==> src/rtl/trim_seq_gen.sv <==
// Serial trim-code generator: shifts a CODE_W-bit code out on DOUT/ENCLK and strobes LOAD.
// Optional macro TRIM_PARITY_EN appends an even-parity bit after the data bits.
module trim_seq_gen #(
  parameter int CODE_W    = 12,
  parameter int DIV_MAX   = 25000000,
  parameter int DIV_W     = 25,
  parameter bit MSB_FIRST = 1'b0
) (
  input  logic              CLK50,
  input  logic              RST,
  input  logic              START,
  input  logic              MODE,
  input  logic [CODE_W-1:0] CODE_IN,
  input  logic [CODE_W-1:0] CODE_END,
  input  logic [CODE_W-1:0] STEP,
  output logic              DOUT,
  output logic              ENCLK,
  output logic              LOAD,
  output logic [CODE_W-1:0] TRIMCODE,
  output logic              BUSY,
  output logic              DONE
);

`ifdef TRIM_PARITY_EN
  localparam int NBITS = CODE_W + 1;
`else
  localparam int NBITS = CODE_W;
`endif
  localparam int CNT_W = $clog2(NBITS + 1);

  typedef enum logic [2:0] {IDLE, PREP, SH_LO, SH_HI, LATCH, FIN} state_t;

  state_t            state, state_nxt;
  logic [DIV_W-1:0]  div_cnt;
  logic              tick;
  logic [NBITS-1:0]  shift_reg;
  logic [CNT_W-1:0]  bit_cnt;
  logic [CODE_W-1:0] cur_code, code_end_r, step_r;
  logic              mode_r;
  logic [CODE_W:0]   nxt_sum;
  logic [CODE_W-1:0] code_sel;
  logic              sweep_end, next_bit;
  logic              dout_nxt, enclk_nxt, load_nxt, busy_nxt, done_nxt;

  // Frame image in shift order; parity sits where it leaves the register last.
  function automatic logic [NBITS-1:0] load_image(input logic [CODE_W-1:0] code);
`ifdef TRIM_PARITY_EN
    return MSB_FIRST ? {code, ^code} : {^code, code};
`else
    return code;
`endif
  endfunction

  assign tick      = (div_cnt == DIV_W'(DIV_MAX));
  assign nxt_sum   = {1'b0, cur_code} + {1'b0, step_r};
  // Carry out of CODE_W bits means the sweep would wrap; treat it as past the end.
  assign sweep_end = mode_r | nxt_sum[CODE_W] | (nxt_sum[CODE_W-1:0] > code_end_r);
  assign next_bit  = MSB_FIRST ? shift_reg[NBITS-1] : shift_reg[0];
  assign code_sel  = (state == IDLE) ? CODE_IN : nxt_sum[CODE_W-1:0];

  always_ff @(posedge CLK50) begin
    if (RST) div_cnt <= '0;
    else if (tick) div_cnt <= '0;
    else div_cnt <= div_cnt + 1'b1;
  end

  always_comb begin
    // NOTE: default first so every path assigns state_nxt and no latch is inferred.
    state_nxt = state;
    case (state)
      IDLE:    if (START) state_nxt = PREP;
      PREP:    state_nxt = SH_LO;
      SH_LO:   state_nxt = SH_HI;
      SH_HI:   state_nxt = (bit_cnt == CNT_W'(NBITS)) ? LATCH : SH_LO;
      LATCH:   state_nxt = sweep_end ? FIN : (START ? PREP : IDLE);
      FIN:     if (!START) state_nxt = IDLE;
      default: state_nxt = IDLE;
    endcase
  end

  // Registered outputs take the values belonging to the state being entered.
  always_comb begin
    dout_nxt  = 1'b0;
    enclk_nxt = 1'b0;
    load_nxt  = 1'b0;
    busy_nxt  = 1'b0;
    done_nxt  = 1'b0;
    case (state_nxt)
      PREP:  busy_nxt = 1'b1;
      SH_LO: begin busy_nxt = 1'b1; dout_nxt = next_bit; end
      SH_HI: begin busy_nxt = 1'b1; dout_nxt = DOUT; enclk_nxt = 1'b1; end
      LATCH: begin busy_nxt = 1'b1; load_nxt = 1'b1; end
      FIN:   done_nxt = 1'b1;
      default: ;
    endcase
  end

  always_ff @(posedge CLK50) begin
    if (RST) begin
      // NOTE: the shift register is cleared on reset too, so an aborted frame leaves no residue.
      state      <= IDLE;
      shift_reg  <= '0;
      bit_cnt    <= '0;
      cur_code   <= '0;
      code_end_r <= '0;
      step_r     <= '0;
      mode_r     <= 1'b0;
      DOUT       <= 1'b0;
      ENCLK      <= 1'b0;
      LOAD       <= 1'b0;
      TRIMCODE   <= '0;
      BUSY       <= 1'b0;
      DONE       <= 1'b0;
    end else if (tick) begin
      // NOTE: non-blocking so every register sees pre-tick values of the others.
      state <= state_nxt;
      DOUT  <= dout_nxt;
      ENCLK <= enclk_nxt;
      LOAD  <= load_nxt;
      BUSY  <= busy_nxt;
      DONE  <= done_nxt;
      if (state == IDLE && START) begin
        mode_r     <= MODE;
        code_end_r <= CODE_END;
        step_r     <= (STEP == '0) ? CODE_W'(1) : STEP;
      end
      if (state_nxt == PREP) begin
        cur_code  <= code_sel;
        TRIMCODE  <= code_sel;
        shift_reg <= load_image(code_sel);
        bit_cnt   <= '0;
      end
      if (state_nxt == SH_HI) begin
        shift_reg <= MSB_FIRST ? {shift_reg[NBITS-2:0], 1'b0} : {1'b0, shift_reg[NBITS-1:1]};
        bit_cnt   <= bit_cnt + 1'b1;
      end
    end
  end

endmodule

==> config.mk <==
export PLATFORM = sky130hd
export DESIGN_NAME = trim_seq_gen
export DESIGN_NICKNAME = d
export VERILOG_FILES = /design/src/rtl/trim_seq_gen.sv
export SDC_FILE = /design/constraint.sdc
export NUM_CORES = 1
export LEC_CHECK = 0
export CAP_MARGIN = 20
export CELL_PAD_IN_SITES_DETAIL_PLACEMENT = 1
export CELL_PAD_IN_SITES_GLOBAL_PLACEMENT = 1
export CORE_MARGIN = 4
export CORE_UTILIZATION = 35
export CTS_CLUSTER_SIZE = 25
export DETAILED_ROUTE_END_ITERATION = 8
export HOLD_SLACK_MARGIN = 0.12
export PLACE_DENSITY_LB_ADDON = 0.1
export REMOVE_ABC_BUFFERS = 1
export SETUP_SLACK_MARGIN = 0.02
export SLEW_MARGIN = 20
export SYNTH_ARGS = -nofsm -noshare
export SYNTH_HDL_FRONTEND = slang
export SYNTH_SLANG_ARGS = --single-unit
==> constraint.sdc <==
create_clock -name CLK50 -period 4.4 [get_ports CLK50]
set_clock_uncertainty 0.15 [all_clocks]
set_input_delay 0.66 -clock CLK50 [delete_from_list [all_inputs] [get_ports CLK50]]
set_output_delay 0.66 -clock CLK50 [all_outputs]
set_load 0.005 [all_outputs]
### Word-level counts from Yosys, hierarchy flattened

Cells that the tools add are included.

| storage, ports and cells | value |
|---|---|
| register bits | 86 |
| bits of input ports | 40 |
| output and inout bits | 17 |
| logic and storage cells | 59 |

| cells by class | value |
|---|---|
| add/sub/neg operators | 3 |
| magnitude comparators | 1 |
| equality and inequality tests | 12 |
| multiplexer cells | 17 |
| bitwise logic cells | 3 |
| reductions and logical operators | 10 |

Operators by type and width:

| cell | number |
|---|---|
| 12-bit 2-to-1 mux | 4 |
| 25-bit by 1-bit adder with 25-bit output (second input constant) | 1 |
| 25-bit == test (second input constant) | 1 |
| 3-bit one-hot mux with 6 select lines | 1 |
| 12-bit by 12-bit adder with 13-bit output | 1 |
| 3-bit by 2-bit == test with 1-bit output (second input constant) | 4 |
| 3-bit == test (second input constant) | 4 |
| 12-bit > comparator | 1 |
| 12-bit zero test | 1 |
| 3-bit 2-to-1 mux | 4 |
| 4-bit 2-to-1 mux | 2 |
| 2-bit AND reduction | 4 |
| 3-bit by 1-bit == test with 1-bit output (second input constant) | 2 |
| 1-bit 2-to-1 mux | 5 |
| 4-bit by 1-bit adder with 4-bit output (second input constant) | 1 |
| 4-bit == test (second input constant) | 1 |
| 4-bit OR reduction | 1 |
| 3-bit zero test | 1 |
| 1-bit OR | 2 |
| 1-bit one-hot mux with 2 select lines | 1 |
| 2-bit nonzero test | 1 |
| 2-bit OR reduction | 1 |
| 1-bit logical AND | 1 |
| 1-bit inverter | 1 |

### Logic depth before layout (Yosys ltp)

Gate-level depths: netlist of the first run.

| depth | value |
|---|---|
| word-level depth | 8 |
| mapped depth | 18 |
| gate-level depth less buffers | 16 |

### Worst setup path after synthesis of the first run

Ideal clock, no wire load.

| path | value |
|---|---|
| path type | register to register |
| start point | register cur_code[0] |
| end point | register shift_reg[11] |
| setup time | 0.070 ns |
| arrival time | 3.764 ns |
| data required time | 4.180 ns |
| setup slack | 0.415 ns |
| cell stages (with the launch flop) | 18 |
| path buffers | 1 |
| clock period less this slack | 3.985 ns |
| cell sequence | dfxtp_1 ha_1 inv_1 fa_1 nor2b_1 o31a_1 o211ai_1 and2_1 xnor2_1 ha_1 nand4_1 or3_1 nor3_2 a31oi_2 o31a_1 buf_2 or4_1 a21oi_1 |

| between the ends | value |
|---|---|
| word-level cells in the longest chain between the ends | 8 |
| elaborated cells on any way between the ends | 13 |
| classes of those cells | add/sub (1); order compare (1); eq/ne (2); mux (5); bitwise (2); reduce/logical (2) |

Ends and longest elaborated chain:

| item | line | source |
|---|---|---|
| start: declaration | 38 | `logic [CODE_W-1:0] cur_code, code_end_r, step_r;` |
| start signal: assignment | 128 | `cur_code <= code_sel;` |
| 12-bit by 12-bit adder with 13-bit output (*) | 55 | `assign nxt_sum = {1'b0, cur_code} + {1'b0, step_r};` |
| 12-bit > comparator / 1-bit OR (equally long branches) | 57 | `assign sweep_end = mode_r \| nxt_sum[CODE_W] \| (nxt_sum[CODE_W-1:0] > code_end_r);` |
| 1-bit OR | 57 |  |
| 3-bit 2-to-1 mux | 75 | `LATCH: state_nxt = sweep_end ? FIN : (START ? PREP : IDLE);` |
| 3-bit one-hot mux with 6 select lines | 70 | `case (state)` |
| 3-bit by 1-bit == test with 1-bit output / 3-bit by 2-bit == test with 1-bit output (equally long branches) | 127, 133 |  |
| 2-bit nonzero test (no source line) | - |  |
| 2-bit AND reduction (no source line) | - |  |
| end signal: assignment | 130 | `shift_reg <= load_image(code_sel);` |
| end signal: assignment | 134 | `shift_reg <= MSB_FIRST ? {shift_reg[NBITS-2:0], 1'b0} : {1'b0, shift_reg[NBITS-1:1]};` |
| end: declaration | 36 | `logic [NBITS-1:0] shift_reg;` |

Every way passes the cells marked *; elsewhere a longest branch is shown, timed or not. The select of a mux whose other input is x is not followed.
A chain may end at the register's enable or synchronous reset.

### Worst setup path in the final report of the first run

| path | value |
|---|---|
| start point | register cur_code[0] |
| end point | register shift_reg[0] |

Same word-level chain as after synthesis.

==> results of run 1 <==
stage by stage:
stage	utilization	total power [mW]	setup TNS, ns	std cells
floorplan	-	0.819	-2.84	570
global placement	0.415	0.878	0	814
detailed placement	0.415	0.879	-0.466	814
CTS	0.436	1.60	0	830
global route	0.442	1.64	-0.00773	835
finish	0.442	1.58	0	835
cells by family after synthesis:
| kind of cell | Yosys count | share of synthesized area |
|---|---|---|
| simple gates | 220 | 0.220 |
| fa+ha+maj | 29 | 0.0777 |
| flops | 86 | 0.361 |
| xor+xnor | 27 | 0.0496 |
| buf+inv | 63 | 0.0528 |
| mux | 8 | 0.0171 |
| compound gates | 168 | 0.222 |
cell type report:
| cell class | instances | area share |
|---|---|---|
| Tap cell | 176 | 0.0375 |
| Sequential cell | 86 | 0.294 |
| Timing Repair Buffer | 73 | 0.119 |
| Clock buffer | 13 | 0.0426 |
| Multi-Input combinational cell | 452 | 0.483 |
| Clock inverter | 3 | 0.00341 |
| Inverter | 32 | 0.0204 |
worst reg2reg max path: stages (launching register included):
cell and delay [ns]:
dfxtp_2 0.34, ha_2 0.20, inv_1 0.06, fa_2 0.36
nor2b_2 0.13, o31a_1 0.25, o211ai_1 0.14, and2_1 0.18
xnor2_1 0.13, ha_1 0.32, nand4_1 0.10, or3_1 0.40
nor3_2 0.14, a31oi_2 0.11, o31a_1 0.40, buf_4 0.17
or3_1 0.37, a21oi_1 0.15
placed cells by master (no fill, tap or decap), drive strengths merged, types with 7 or more instances in the layout:
cell           instances
clkbuf                13
inv                   32
nor3                  14
buf                   18
ha                    28
nand4                 13
dfxtp                 86
nand3                 16
o21ai                 34
or3                    7
nor2                  54
o2111ai                8
a31oi                 10
clkdlybuf4s50         55
a211oi                12
mux2i                  7
xor2                  12
xnor2                 15
a21oi                 72
nand2                 83
where the power goes:
part / leakage [nW] / internal [mW] / switching (mW)
Clock: 0.126 / 0.398 / 0.324
Sequential: 0.694 / 0.781 / 0.00330
Combinational: 1.25 / 0.0395 / 0.0373
layer usage:
metal | up-vias | track usage | part of all wire
met1 | 2223 | 0.262 | 0.48
met3 | 14 | 0.0283 | 0.033
met4 | 0 | 0.0587 | 0.014
met5 | - | 0 | 0
li1 | 2243 | - | -
met2 | 76 | 0.323 | 0.47
synthesized netlist by cell type, types with 8 or more instances:
cell | n | share of area
a211oi_1 | 9 | 0.014
a21oi_1 | 72 | 0.076
a31oi_1 | 9 | 0.012
clkbuf_1 | 23 | 0.018
dfxtp_1 | 86 | 0.36
ha_1 | 28 | 0.074
inv_1 | 32 | 0.025
nand2_1 | 83 | 0.065
nand3_1 | 15 | 0.016
nand4_1 | 13 | 0.017
nor2_1 | 53 | 0.042
nor3_1 | 13 | 0.014
o2111ai_1 | 8 | 0.015
o21ai_0 | 31 | 0.033
xnor2_1 | 15 | 0.028
xor2_1 | 12 | 0.022
how the worst max path moves through the flow:
stage	from	endpoint	slack (ns)	cells past startpoint
3_3_place_gp	cur_code[1]	shift_reg[11]	0.08	14
6_report	cur_code[0]	shift_reg[0]	0.22	17
5_1_grt	cur_code[1]	shift_reg[0]	-0.008	15
4_1_cts	cur_code[1]	shift_reg[11]	0.04	14
3_5_place_dp	cur_code[1]	cur_code[0]	-0.08	15
2_1_floorplan	cur_code[0]	cur_code[0]	-0.27	16
what timing repair did:
item	in CTS	in global routing
endpoints found under the setup margin	24	29
pin swaps	0	8
buffers inserted	0	5
gates resized for setup	3	13
==> results.yml, run 1 <==
worst_setup_path:
  r2r_cells: 17
  cp_top_family: "simple AND/OR/NAND/NOR gates"
  cp-start-kind: "flip-flop"
  path_max_fanout: 6
  r2r_slack_ns: 0.22
  critPathBufInv: 2
  cpPeakStageDelay_ns: 0.40
  required_ns: 4.52
  r2r_end: "shift_reg[0]"
  worstSetupPathType: "flip-flop to flip-flop"
  cp_data_arrival_time_ns: 4.30
  crit_chain: "ha_2 -> inv_1 -> fa_2 -> nor2b_2 -> o31a_1 -> o211ai_1 -> and2_1 -> xnor2_1 -> ha_1 -> nand4_1 -> or3_1 -> nor3_2 -> a31oi_2 -> o31a_1 -> buf_4 -> or3_1 -> a21oi_1"
  cp-end-kind: "flip-flop"
  cp_slowest_cell: "or3_1"
  rr_startpoint: "cur_code[0]"
synthesis:
  synth_ff_type: "dfxtp_1"
  async_flop_share: 0
  synth.distinct_cells: 60
  synthCells: 601
  ys_ff_latch: 86
  ys_seq_area_frac: 0.361
  syn_area_mm2: 0.00477
  avgSynthCellArea_um2: 7.93
  synth-edff-count: 0
  ys_warn_count: 0
layout:
  drive_above_1_share: 0.0880
  largest_register: "div_cnt"
  area_delta_synth_final_pct: 23.3
  antenna_cells: 0
  fill_cells: 1596
  multi_input_area_mm2: 0.00284
  largest_register_ffs: 25
  final-seq-area_mm2: 0.00172
  nNetsFinal: 723
  fin_area_mm2: 0.00587
run:
  drv_cap: 0
clocking:
  postCtsHoldBufs: 0
  cts_buffer_depth: 2
  clk-insertion-delay-late_ns: 0.34
  cts_tree: "yes"
  cts_buffers: 9
  cts-root-buf: "clkbuf_16"
  clock_sinks: 86
  htree_levels: 3
  path_clk_slew_ns: 0.07
global_routing:
  grt_pass1_wl_mm: 24.6
  grt_start_max_net_pins: 41
  grt_pass1_vias: 4682
  grt.overflow.total: 0
  grt_use_total: 0.195
  antenna_found_initial: 0
timing:
  layout_setup_ws_ns: 0.215
  setup_violations: 0
  fin_crit_sh: 0.951
  fmax_mhz: 239
  period_minus_slack_ns: 4.18
  maxSlewViolCount: 0
  whs_ns: 0.307
  hold_viol: 0
  max_slew_margin: 0.417
  worst_pin_slew_ns: 0.874
min_path:
  hold_path.class: "flip-flop to flip-flop"
  worstHoldPathCells: 2
  hold_start: "code_end_r[8]"
  min_to: "code_end_r[8]"
detailed_routing:
  drc: 0
  vias_per_cell: 5.46
  wl_per_cell_um: 18.1
  ant_nets: 0
  wl_mm: 15.1
  via_count: 4556
  drt-initial-drc-count: 240
  drt_pre_antenna_iters: 4
floorplan:
  start_util: 0.358
  ioPinCount: 57
  rows: 42
  die_y_um: 125
  die_area_mm2: 0.0155
  core-area_mm2: 0.0133
  die_w_um: 125
status:
  status: "finished, final reports clean"
placement:
  place_congestion: 0.855
  numPortBuffers: 56
  dp_hpwl_mm: 11.3
  postPlaceCellArea_mm2: 0.00552
  place_ws_ns: -0.0760
power:
  peakVddDrop_mv: 0.187
  p_per_area_mw_per_mm2: 270
  leakage_nw: 2.07
Note: power is estimated with default switching activity, not from simulation.
==> run 2, diff against run 1 <==
--- a/config.mk
+++ b/config.mk
@@ -8,9 +8,9 @@
 export CAP_MARGIN = 20
 export CELL_PAD_IN_SITES_DETAIL_PLACEMENT = 1
 export CELL_PAD_IN_SITES_GLOBAL_PLACEMENT = 1
-export CORE_MARGIN = 4
+export CORE_MARGIN = 1.5
 export CORE_UTILIZATION = 35
-export CTS_CLUSTER_SIZE = 25
+export CTS_CLUSTER_SIZE = 12
 export DETAILED_ROUTE_END_ITERATION = 8
 export HOLD_SLACK_MARGIN = 0.12
 export PLACE_DENSITY_LB_ADDON = 0.1
==> run 2 against run 1 <==
Power is 13% higher. Wire length shrank 0.18%. Worst hold slack barely moved. Critical endpoint is now shift_reg[1].
==> results.yml, run 2 (synthesis results as in run 1) <==
status:
  status: "finished, final reports clean"
layout:
  fill_cells: 1633
  nNetsFinal: 725
  multi_input_area_mm2: 0.00288
  area_delta_synth_final_pct: 26.3
  largest_register: "div_cnt"
  layout.cells.non_filler: 837
  most-common-layout-cells: "dfxtp_1 (84), nand2_1 (83), a21oi_1 (71), clkdlybuf4s50_1 (55), nor2_1 (53)"
  largest_register_ffs: 25
  layout_commonest_cell: "dfxtp_1"
  drive_above_1_share: 0.0998
  antenna_cells: 0
  final-seq-area_mm2: 0.00172
worst_setup_path:
  worstSetupPathType: "flip-flop to flip-flop"
  path_max_fanout: 12
  cp-end-kind: "flip-flop"
  cp_slowest_cell: "or3_4"
  cp_data_arrival_time_ns: 4.37
  cp-start-kind: "flip-flop"
  crit_top_cell: "ha_1"
  r2r_cells: 15
  cp-endpoint: "shift_reg[1]"
  critPathBufInv: 1
  r2r_slack_ns: 0.17
  cpPeakStageDelay_ns: 0.42
  r2r_end: "shift_reg[1]"
  startpoint: "cur_code[1]"
  crit_chain: "ha_1 -> a211oi_2 -> o21bai_1 -> a2111oi_2 -> a21oi_1 -> xor2_1 -> ha_1 -> nand4_1 -> or3_4 -> nor3_4 -> a31oi_4 -> o31a_1 -> buf_12 -> or3_1 -> a21oi_2"
  cp_num_cells: 15
  cp_top_family: "compound AO/OA/AOI/OAI gates"
  required_ns: 4.54
  rr_startpoint: "cur_code[1]"
clocking:
  cts_buffer_depth: 2
  cts-root-buf: "clkbuf_16"
  path_clk_slew_ns: 0.07
  postCtsHoldBufs: 0
  htree_levels: 3
  cts_tree: "yes"
  cts_buffers: 9
  clk-insertion-delay-late_ns: 0.36
  clock_sinks: 86
floorplan:
  start_util: 0.360
  die_area_mm2: 0.0143
  rows: 42
  core-area_mm2: 0.0132
  die_w_um: 120
  ioPinCount: 57
  die_y_um: 120
global_routing:
  grt_start_max_net_pins: 35
  grt_use_total: 0.216
  antenna_found_initial: 0
  grt_pass1_vias: 4626
  grt.overflow.total: 0
  grt_pass1_wl_mm: 24.0
power:
  peakVddDrop_mv: 0.151
  p_per_area_mw_per_mm2: 296
  leakage_nw: 2.13
timing:
  period_minus_slack_ns: 4.23
  setup_violations: 0
  fmax_mhz: 237
  setup-tns-final_ns: 0
  fin_crit_sh: 0.960
  whs_ns: 0.307
  maxSlewViolCount: 0
  hold_viol: 0
  worst_pin_slew_ns: 0.985
  rsz0062_at_grt: "no"
  max_slew_margin: 0.341
detailed_routing:
  via_count: 4533
  vias_per_cell: 5.42
  drc: 0
  drt-initial-drc-count: 195
  ant_nets: 0
  wl_mm: 15.0
  drt_pre_antenna_iters: 4
  wl_per_cell_um: 18.0
placement:
  numPortBuffers: 56
  post-place-cells: 810
  place_congestion: 0.866
  dp_hpwl_mm: 10.7
min_path:
  hold_path.class: "flip-flop to flip-flop"
run:
  drv_cap: 0
## run 2: changes by cell type in the layout (fill, tap and decap cells not counted), sizes merged
cell,previous run,this run
inv,32,33
clkbuf,13,9
clkinvlp,2,1
clkinv,1,2
buf,18,20
bufinv,0,3
## run 2: worst min path at each step
stage,start,to,slack (ns),cells past startpoint
global placement,code_end_r[1],code_end_r[1],0.29,2
detailed placement,code_end_r[11],code_end_r[11],0.30,2
floorplan,code_end_r[10],code_end_r[10],0.28,2
finish,step_r[8],step_r[8],0.31,2
CTS,code_end_r[3],code_end_r[3],0.31,2
global route,code_end_r[8],code_end_r[8],0.33,2
## run 2: metrics by stage
stage	total power, mW	utilization	setup WS, ns	instance area (um^2)
finish	1.78	0.455	0.175	6020
CTS	1.80	0.446	0.0299	5900
detailed placement	0.879	0.415	-0.111	5500
floorplan	0.819	-	-0.268	4630
global placement	0.878	0.415	0.164	5500
global route	1.83	0.455	0.00432	6020
## run 2: cell type report
cell class / count / area share
clock inverters: 7 / 0.0218
flip-flops and latches: 86 / 0.286
multi-input cells: 452 / 0.478
well taps: 176 / 0.0366
repair buffers: 75 / 0.120
inverters: 32 / 0.0200
clock buffers: 9 / 0.0374
## run 2: report_power, final
part	internal, mW	total (mW)	switching, mW
sequential	0.780	0.784	0.00346
clock	0.563	0.920	0.357
combinational	0.0394	0.0775	0.0382
## run 2: what timing repair did
| item | CTS | global route |
|---|---|---|
| pin swaps | 3 | 9 |
| setup endpoints to repair | 11 | 28 |
| resized for setup | 3 | 16 |
| setup buffers | 5 | 6 |
## run 2: per-layer routing
layer | GRT usage | wire [um]
met3 | 0.0328 | 398
met1 | 0.287 | 7230
met2 | 0.346 | 7060
met5 | 0 | 0
met4 | 0.0945 | 353
## run 2: worst min-delay path, cell delays in order, from the launching register on
cell and delay, ns:
dfxtp_1 0.31, nand2_1 0.05, a21oi_1 0.05
